### config.mk
export PLATFORM = sky130hd
export DESIGN_NAME = ivmisc_exu_flat
export DESIGN_NICKNAME = d
export VERILOG_FILES = /design/src/rtl/ivmisc_exu_pkg.sv /design/src/rtl/ivmisc_exu_if.sv /design/src/rtl/ivmisc_exu_ivmisc.sv /design/src/rtl/ivmisc_exu.sv /design/src/flat_wrapper.sv
export SDC_FILE = /design/constraint.sdc
export NUM_CORES = 1
export LEC_CHECK = 0
export BUFFER_PORTS_ARGS = -buffer_cell sky130_fd_sc_hd__buf_2
export CORE_ASPECT_RATIO = 1.25
export CORE_MARGIN = 1
export CORE_UTILIZATION = 62
export DETAILED_ROUTE_END_ITERATION = 7
export PLACE_DENSITY = 0.83
export SKIP_CTS_REPAIR_TIMING = 1
export SLEW_MARGIN = 40
export SYNTH_ARGS = -nofsm -noshare
export SYNTH_HDL_FRONTEND = slang
export SYNTH_SLANG_ARGS = --single-unit
### constraint.sdc
create_clock -name cpu_clock_i -period 19.4 [get_ports cpu_clock_i]
set_clock_uncertainty 0.05 [all_clocks]
set_input_delay 3.88 -clock cpu_clock_i [delete_from_list [all_inputs] [get_ports cpu_clock_i]]
set_output_delay 3.88 -clock cpu_clock_i [all_outputs]
set_load 0.01 [all_outputs]
### src/rtl/ivmisc_exu_pkg.sv
// Shared definitions for the ivmisc execution unit: op encodings, tag widths,
// stage payload layouts and the per-lane counting helpers.
package ivmisc_exu_pkg;

   localparam int XLEN   = 32;
   localparam int ROB_W  = 5;
   localparam int DEST_W = 6;

   // Bit 1 alone selects byte-select, so 2'b11 also decodes as OP_BSEL.
   typedef enum logic [1:0] {
      OP_CLZ  = 2'b00,
      OP_POPC = 2'b01,
      OP_BSEL = 2'b10
   } op_e;

   typedef struct packed {
      logic [1:0]        op;
      logic              size;
      logic [XLEN-1:0]   a;
      logic [XLEN-1:0]   b;
      logic [ROB_W-1:0]  rob;
      logic [DEST_W-1:0] dest;
   } e1_t;

   typedef struct packed {
      logic [XLEN-1:0]   result;
      logic [ROB_W-1:0]  rob;
      logic [DEST_W-1:0] dest;
   } e2_t;

   // Leading zeros of a 16-bit value; a byte lane pads its low half with ones.
   function automatic logic [4:0] clz16(input logic [15:0] x);
      logic [4:0] n;
      logic       seen;
      n    = 5'd0;
      seen = 1'b0;
      for (int i = 15; i >= 0; i--) begin
         if (x[i]) seen = 1'b1;
         if (!seen) n = n + 5'd1;
      end
      return n;
   endfunction

   function automatic logic [4:0] popc16(input logic [15:0] x);
      logic [4:0] n;
      n = 5'd0;
      for (int i = 0; i < 16; i++) begin
         n = n + {4'b0000, x[i]};
      end
      return n;
   endfunction

endpackage

### src/rtl/ivmisc_exu_if.sv
// Issue / writeback / flush bundle between the scheduler side (master)
// and the ivmisc execution unit (slave).
interface ivmisc_exu_if;
   import ivmisc_exu_pkg::*;

   logic              flush_i;
   logic              issue_valid_i;
   logic              issue_ready_o;
   logic [1:0]        issue_op_i;
   logic              issue_size_i;
   logic [XLEN-1:0]   issue_a_i;
   logic [XLEN-1:0]   issue_b_i;
   logic [ROB_W-1:0]  issue_rob_i;
   logic [DEST_W-1:0] issue_dest_i;
   logic              wb_valid_o;
   logic              wb_ready_i;
   logic [XLEN-1:0]   wb_result_o;
   logic [ROB_W-1:0]  wb_rob_o;
   logic [DEST_W-1:0] wb_dest_o;
   logic              busy_o;

   modport slave (
      input  flush_i, issue_valid_i, issue_op_i, issue_size_i, issue_a_i,
             issue_b_i, issue_rob_i, issue_dest_i, wb_ready_i,
      output issue_ready_o, wb_valid_o, wb_result_o, wb_rob_o, wb_dest_o, busy_o
   );

   modport master (
      output flush_i, issue_valid_i, issue_op_i, issue_size_i, issue_a_i,
             issue_b_i, issue_rob_i, issue_dest_i, wb_ready_i,
      input  issue_ready_o, wb_valid_o, wb_result_o, wb_rob_o, wb_dest_o, busy_o
   );

endinterface

### src/rtl/ivmisc_exu_ivmisc.sv
// Combinational lane-wise misc ALU: clz, popcount and byte/halfword select
// over four 8-bit or two 16-bit lanes.
module ivmisc
   import ivmisc_exu_pkg::*;
(
   input  logic [1:0]      op,
   input  logic            size,
   input  logic [XLEN-1:0] a,
   input  logic [XLEN-1:0] b,
   output logic [XLEN-1:0] result
);

   logic [XLEN-1:0] clz_b, popc_b, bsel_b;
   logic [XLEN-1:0] clz_h, popc_h, bsel_h;
   logic            unused_b_bits;

   generate
      for (genvar gi = 0; gi < 4; gi++) begin : g_byte
         assign clz_b[8*gi +: 8]  = {3'b000, clz16({a[8*gi +: 8], 8'hFF})};
         assign popc_b[8*gi +: 8] = {3'b000, popc16({8'h00, a[8*gi +: 8]})};
         assign bsel_b[8*gi +: 8] = a[{b[8*gi +: 2], 3'b000} +: 8];
      end
      for (genvar gi = 0; gi < 2; gi++) begin : g_half
         assign clz_h[16*gi +: 16]  = {11'd0, clz16(a[16*gi +: 16])};
         assign popc_h[16*gi +: 16] = {11'd0, popc16(a[16*gi +: 16])};
         assign bsel_h[16*gi +: 16] = a[{b[16*gi], 4'b0000} +: 16];
      end
   endgenerate

   // Only the low index bits of each b lane participate in the select.
   assign unused_b_bits = ^{b[31:26], b[23:18], b[15:10], b[7:2]};

   always_comb begin
      result = '0;
      case (op)
         OP_CLZ:  result = size ? clz_h  : clz_b;
         OP_POPC: result = size ? popc_h : popc_b;
         default: result = size ? bsel_h : bsel_b;
      endcase
   end

endmodule

### src/rtl/ivmisc_exu.sv
// Two-stage ivmisc execution unit: E1 registers the issued op, E2 registers
// the datapath result; valid/ready handshake with flush and async reset.
module ivmisc_exu
   import ivmisc_exu_pkg::*;
(
   input  logic         cpu_clock_i,
   input  logic         cpu_reset_ni,
   ivmisc_exu_if.slave  bus
);

   e1_t             e1_reg;
   e2_t             e2_reg;
   logic            e1_valid_reg;
   logic            e2_valid_reg;
   logic            e1_adv;
   logic            e2_adv;
   logic            issue_ready;
   logic            accept;
   logic [XLEN-1:0] e1_result;

   assign e2_adv      = !e2_valid_reg | bus.wb_ready_i;
   assign e1_adv      = !e1_valid_reg | e2_adv;
   assign issue_ready = e1_adv & !bus.flush_i;
   assign accept      = bus.issue_valid_i & issue_ready;

   ivmisc u_ivmisc (
      .op     (e1_reg.op),
      .size   (e1_reg.size),
      .a      (e1_reg.a),
      .b      (e1_reg.b),
      .result (e1_result)
   );

   // Flush clears only the valid bits; payloads keep their last contents.
   always_ff @(posedge cpu_clock_i or negedge cpu_reset_ni) begin
      if (!cpu_reset_ni) begin
         e1_valid_reg <= 1'b0;
         e2_valid_reg <= 1'b0;
         e1_reg       <= '0;
         e2_reg       <= '0;
      end else if (bus.flush_i) begin
         e1_valid_reg <= 1'b0;
         e2_valid_reg <= 1'b0;
      end else begin
         if (e2_adv) begin
            e2_valid_reg <= e1_valid_reg;
            if (e1_valid_reg) begin
               e2_reg.result <= e1_result;
               e2_reg.rob    <= e1_reg.rob;
               e2_reg.dest   <= e1_reg.dest;
            end
         end
         if (e1_adv) begin
            e1_valid_reg <= accept;
            if (accept) begin
               e1_reg.op   <= bus.issue_op_i;
               e1_reg.size <= bus.issue_size_i;
               e1_reg.a    <= bus.issue_a_i;
               e1_reg.b    <= bus.issue_b_i;
               e1_reg.rob  <= bus.issue_rob_i;
               e1_reg.dest <= bus.issue_dest_i;
            end
         end
      end
   end

   assign bus.issue_ready_o = issue_ready;
   assign bus.wb_valid_o    = e2_valid_reg;
   assign bus.wb_result_o   = e2_reg.result;
   assign bus.wb_rob_o      = e2_reg.rob;
   assign bus.wb_dest_o     = e2_reg.dest;
   assign bus.busy_o        = e1_valid_reg | e2_valid_reg;

endmodule

### src/flat_wrapper.sv
// flat-port wrapper written by rule: the top's interface ports become plain ports
module ivmisc_exu_flat import ivmisc_exu_pkg::*;
  (cpu_clock_i, cpu_reset_ni, bus_flush_i, bus_issue_valid_i, bus_issue_op_i, bus_issue_size_i, bus_issue_a_i, bus_issue_b_i, bus_issue_rob_i, bus_issue_dest_i, bus_wb_ready_i, bus_issue_ready_o, bus_wb_valid_o, bus_wb_result_o, bus_wb_rob_o, bus_wb_dest_o, bus_busy_o);
  ivmisc_exu_if bus_i ();
  input  logic cpu_clock_i;
  input  logic cpu_reset_ni;
  input wire logic [$bits(bus_i.flush_i)-1:0] bus_flush_i;
  input wire logic [$bits(bus_i.issue_valid_i)-1:0] bus_issue_valid_i;
  input wire logic [$bits(bus_i.issue_op_i)-1:0] bus_issue_op_i;
  input wire logic [$bits(bus_i.issue_size_i)-1:0] bus_issue_size_i;
  input wire logic [$bits(bus_i.issue_a_i)-1:0] bus_issue_a_i;
  input wire logic [$bits(bus_i.issue_b_i)-1:0] bus_issue_b_i;
  input wire logic [$bits(bus_i.issue_rob_i)-1:0] bus_issue_rob_i;
  input wire logic [$bits(bus_i.issue_dest_i)-1:0] bus_issue_dest_i;
  input wire logic [$bits(bus_i.wb_ready_i)-1:0] bus_wb_ready_i;
  output wire logic [$bits(bus_i.issue_ready_o)-1:0] bus_issue_ready_o;
  output wire logic [$bits(bus_i.wb_valid_o)-1:0] bus_wb_valid_o;
  output wire logic [$bits(bus_i.wb_result_o)-1:0] bus_wb_result_o;
  output wire logic [$bits(bus_i.wb_rob_o)-1:0] bus_wb_rob_o;
  output wire logic [$bits(bus_i.wb_dest_o)-1:0] bus_wb_dest_o;
  output wire logic [$bits(bus_i.busy_o)-1:0] bus_busy_o;
  assign bus_i.flush_i = bus_flush_i;
  assign bus_i.issue_valid_i = bus_issue_valid_i;
  assign bus_i.issue_op_i = bus_issue_op_i;
  assign bus_i.issue_size_i = bus_issue_size_i;
  assign bus_i.issue_a_i = bus_issue_a_i;
  assign bus_i.issue_b_i = bus_issue_b_i;
  assign bus_i.issue_rob_i = bus_issue_rob_i;
  assign bus_i.issue_dest_i = bus_issue_dest_i;
  assign bus_i.wb_ready_i = bus_wb_ready_i;
  assign bus_issue_ready_o = bus_i.issue_ready_o;
  assign bus_wb_valid_o = bus_i.wb_valid_o;
  assign bus_wb_result_o = bus_i.wb_result_o;
  assign bus_wb_rob_o = bus_i.wb_rob_o;
  assign bus_wb_dest_o = bus_i.wb_dest_o;
  assign bus_busy_o = bus_i.busy_o;
  ivmisc_exu u_core (.cpu_clock_i(cpu_clock_i), .cpu_reset_ni(cpu_reset_ni), .bus(bus_i));
endmodule
# Yosys cells after proc, flatten, opt, wreduce, memory -nomap -nowiden
# Index checks and enable logic that the tools add are counted.
# word_totals
regBits	117
input_bits	83
out_inout_bits	46
word_cells	224
# op_classes
n_addsub	88
eq_ne	1
n_shift	6
mux	104
n_bitwise	6
n_reduce_logical	8
# ops
op	n
$add A5 B1 Y5 const B	44
$mux W5	44
$add A5 B1 Y5	28
$shiftx A32 B6 Y8	4
$pmux W32 S2	1
$shiftx A32 B6 Y16	2
$mux W29	2
$mux W1	56
$mux W32	1
$add A4 B1 Y5	4
$add A3 B1 Y4	4
$add A2 B1 Y3	4
$add A1 B1 Y2	4
$reduce_and A3 Y1	2
$reduce_bool A2 Y1	2
$logic_not A1 Y1	3
$or A1 B1 Y1	3
$and A1 B1 Y1	2
$eq A2 B1 Y1 const B	1
$logic_not A2 Y1	1
$not A1 Y1	1

# Logic depth before layout (Yosys ltp)
# depth
ltp_word	34
mapped_depth	39

# Hierarchy
# A second synthesis with hierarchy kept.
# hier_totals
hier_cells	1087
area_unflattened_um2	10898.0
# modules_own_cells
mod	n_inst	cells_each	area_per_inst_um2	seq_area_each_um2
ivmisc	1	821	6307.3	0.0
ivmisc_exu	1	266	4590.7	3078.0

# Worst setup path before layout
# No wires, ideal clock.
# synth_path
path_kind	input to output
startpoint	input bus_wb_ready_i
endpoint	output bus_issue_ready_o
arrival_time_ps	4242
path_slack_ps	11228
cell_stages	2
cell_sequence	nor2b_1 a21oi_1
# synth_between
elab_chain_len	3
# synth_rtl
item	line	rtl
start, declared	flat_wrapper.sv:15	input wire logic [$bits(bus_i.wb_ready_i)-1:0] bus_wb_ready_i;
$or A1 B1 Y1	ivmisc_exu.sv:21	assign e2_adv = !e2_valid_reg | bus.wb_ready_i;
$or A1 B1 Y1	ivmisc_exu.sv:22	assign e1_adv = !e1_valid_reg | e2_adv;
$and A1 B1 Y1	ivmisc_exu.sv:23	assign issue_ready = e1_adv & !bus.flush_i;
end, declared	flat_wrapper.sv:16	output wire logic [$bits(bus_i.issue_ready_o)-1:0] bus_issue_ready_o;
# No other way between the ends.

# Final worst setup path
# layout_path
startpoint	register u_core.e1_reg[57] (netlist name)
endpoint	register u_core.e2_reg (netlist bit u_core.bus.wb_result_o[4])
# layout_between
elab_chain_len	32
elab_cells_between_ends	49
# layout_rtl
item	line	rtl
$mux W1	ivmisc_exu_pkg.sv:38	if (x[i]) seen = 1'b1;
$mux W5	ivmisc_exu_pkg.sv:39	if (!seen) n = n + 5'd1;
$add A5 B1 Y5	ivmisc_exu_pkg.sv:39	
$mux W5	ivmisc_exu_pkg.sv:39	
$add A5 B1 Y5	ivmisc_exu_pkg.sv:39	
$mux W5	ivmisc_exu_pkg.sv:39	
$add A5 B1 Y5	ivmisc_exu_pkg.sv:39	
$mux W5	ivmisc_exu_pkg.sv:39	
[16 not listed]	-	
$add A5 B1 Y5	ivmisc_exu_pkg.sv:39	
$mux W5	ivmisc_exu_pkg.sv:39	
$add A5 B1 Y5	ivmisc_exu_pkg.sv:39	
$mux W5	ivmisc_exu_pkg.sv:39	
$add A5 B1 Y5	ivmisc_exu_pkg.sv:39	
$mux W5	ivmisc_exu_pkg.sv:39	
$mux W29	ivmisc_exu_ivmisc.sv:36	OP_CLZ: result = size ? clz_h : clz_b;
$pmux W32 S2 (*)	ivmisc_exu_ivmisc.sv:35	case (op)
end, declared	ivmisc_exu.sv:12	e2_t e2_reg;
# Every way passes the cells marked *; elsewhere a longest branch is shown, timed or not.
# A chain may end at the register's enable or synchronous reset.

==> out/metrics.yaml <==
clock_tree:
  clk_latency_ns: 0.37
  clkSinkCount: 99
  cts_root_buf: "clkbuf_16"
  clk_pin_slew_ns: 0.08
  clock_path_buffers: 2
  htreeDepth: 3
  cts_tree: "built"
  cts_made_buffers: 9
floorplanning:
  io_pins: 129
  dieArea_mm2: 0.0164
  coreArea_mm2: 0.0155
  die_w_um: 115
  num_rows: 51
  die_h_um: 143
  start_util: 0.634
sta:
  drv_slew: 0
  tightest_slew_ns: 0.783
  rsz0062_at_grt: "false"
  fin_tns_setup_ns: 0
  finalHoldViolations: 0
  fin_crit_sh: 0.452
  setup_viol: 0
  max_freq_mhz: 114
  slew_headroom: 0.478
  min_period_ns: 8.77
power:
  p_leak_nw: 4.89
  max-vdd-ir-drop_uv: 79.2
  total_power_w: 0.00126
  p_per_area_mw_per_mm2: 118
yosys:
  synth_flop_cell: "dfrtp_1"
  synth_fp_nets: 1306
  avgSynthCellArea_um2: 8.63
  synth_edf_count: 0
  async_flop_share: 1.00
  synthCells: 1139
  syn-cell-area_mm2: 0.00983
  synth_seq_cells: 99
  ys_seq_area_frac: 0.252
  ys_warn_count: 0
  post_synth_num_cell_types: 80
global_route:
  overflow: 0
  antenna_found_initial: 0
  grt_use_total: 0.322
  grt_pass1_vias: 8469
  grt_pass1_wl_mm: 40.9
  grt_max_degree: 62
worst_setup_path:
  crit_type: "flop to flop"
  worst-path-buf-inv: 2
  cpPeakStageDelay_ns: 0.56
  cp_top_family: "adder cells"
  r2r_slack_ns: 10.63
  critical_path_arrival_ns: 8.94
  path_common_cell: "ha_1"
  crit_slowest_cell: "dfrtp_1"
  required_ns: 19.57
  crit_path_max_fanout: 12
  worstSetupEndpointType: "flop"
  startpoint_type: "flop"
placed_design:
  gp_congestion: 0.907
  place_hpwl_mm: 18.7
  port_buffers: 104
route:
  num_vias: 8708
  route.detailed.drc: 0
  ant_nets: 0
  wirelength_mm: 25.3
  post_drt_wl_per_cell_um: 18.1
  firstDrtPassIters: 5
  vias_per_cell: 6.24
  drt_iter0_markers: 763
layout:
  largest_reg_flops: 54
  final_common_cell: "nand2_1"
  fin_nets: 1346
  drive_gt1_frac: 0.198
  final_cell_mix: "nand2_1, buf_2, dfrtp_1"
  insertedDiodeCount: 0
  area_growth_pct: 8.85
job:
  cap_violations: 0
run_status:
  outcome: "finished clean"
worst_hold_path:
  hp-class: "flop to flop"
worst paths after layout:
path | cells past startpoint | startpoint | to
min in group asynchronous | 1 | cpu_reset_ni | u_core.e1_reg[7]$_DFFE_PN0P_
worst min-delay path | 2 | u_core.e1_reg[7]$_DFFE_PN0P_ | u_core.bus.wb_rob_o[1]$_DFFE_PN0P_
worst max-delay path | 38 | u_core.e1_reg[57]$_DFFE_PN0P_ | u_core.bus.wb_result_o[4]$_DFFE_PN0P_
worst max register to register | 38 | u_core.e1_reg[57]$_DFFE_PN0P_ | u_core.bus.wb_result_o[4]$_DFFE_PN0P_
worst min register to register | 2 | u_core.e1_reg[7]$_DFFE_PN0P_ | u_core.bus.wb_rob_o[1]$_DFFE_PN0P_
max in group asynchronous | 2 | cpu_reset_ni | u_core.bus.wb_result_o[19]$_DFFE_PN0P_
cell type report:
type	count	area [µm²]
multi-input cells	890	6800
fillers	1241	4810
flip-flops and latches	99	2480
repair buffers	112	587
well taps	212	265
inverters	67	251
clock buffers	9	225
clock inverters	7	91.3
metal layers:
layer / up-vias / track usage / share of wire / wire (µm)
met2: 389 / 0.567 / 0.51 / 12900
met5: - / 0 / 0 / 0
met3: 101 / 0.0488 / 0.061 / 1560
li1: 4094 / - / - / -
met4: 0 / 0.190 / 0.050 / 1260
met1: 4124 / 0.370 / 0.38 / 9540
through the flow:
| stage | util | cells | instance area (µm²) | setup WS (ns) | hold slack, ns |
|---|---|---|---|---|---|
| floorplan | - | 1139 | 9830 | 11.23 | 0.383 |
| global placement | 0.667 | 1380 | 10300 | 10.91 | 0.390 |
| detailed placement | 0.668 | 1380 | 10400 | 10.77 | 0.403 |
| CTS | 0.689 | 1396 | 10700 | 10.69 | 0.421 |
| global route | 0.690 | 1396 | 10700 | 10.08 | 0.445 |
| finish | 0.690 | 1396 | 10700 | 10.63 | 0.417 |
report_power, final:
group	switching (W)	internal [W]	total, W	leakage (nW)
clock	0.0000974	0.0000927	0.000190	0.152
sequential	0.0000785	0.000250	0.000328	1.20
combinational	0.000400	0.000343	0.000743	3.54
total	0.000576	0.000686	0.00126	4.89
synthesized netlist by cell type, drive strengths merged, types with 3 or more instances:
master / number / area, µm²
mux4: 16 / 360
and3: 4 / 25.0
nand2: 128 / 480
nor3: 18 / 100
nor2b: 22 / 138
or2: 6 / 37.5
xnor3: 3 / 70.1
nor4: 6 / 58.8
or3: 3 / 18.8
buf: 12 / 66.3
o211ai: 17 / 128
clkbuf: 71 / 267
inv: 67 / 251
a22oi: 8 / 60.1
xor2: 26 / 228
o21ai: 89 / 449
nor3b: 4 / 30.0
maj3: 6 / 60.1
ha: 58 / 726
or4: 4 / 33.8
nand3: 18 / 90.1
o31ai: 4 / 30.0
a211o: 3 / 26.3
dfrtp: 99 / 2480
nor2: 96 / 389
nand4: 6 / 37.5
and2: 5 / 31.3
o2111ai: 4 / 35.0
a31oi: 8 / 50.1
a21o: 9 / 67.6
a211oi: 3 / 22.5
xnor2: 32 / 288
o21a: 4 / 30.0
mux2: 64 / 721
mux2i: 58 / 584
a21oi: 76 / 380
nand2b: 15 / 93.8
fa: 26 / 521
a221oi: 6 / 52.6
o22ai: 4 / 25.0
tightest hold or removal path: stages (launching register included):
cell     delay [ns]
dfrtp_1        0.34
nand2_1        0.05
nand2_1        0.05
logic make-up after synthesis:
kind of cell             synth area share
AND/OR/NAND/NOR                     0.165
XOR/XNOR                           0.0596
buffers and inverters              0.0595
flip-flops                          0.252
AO/OA/AOI/OAI                       0.162
multiplexers                        0.169
adder cells (fa/ha/maj)             0.133
No activity file was read; power rests on OpenSTA's default activity.
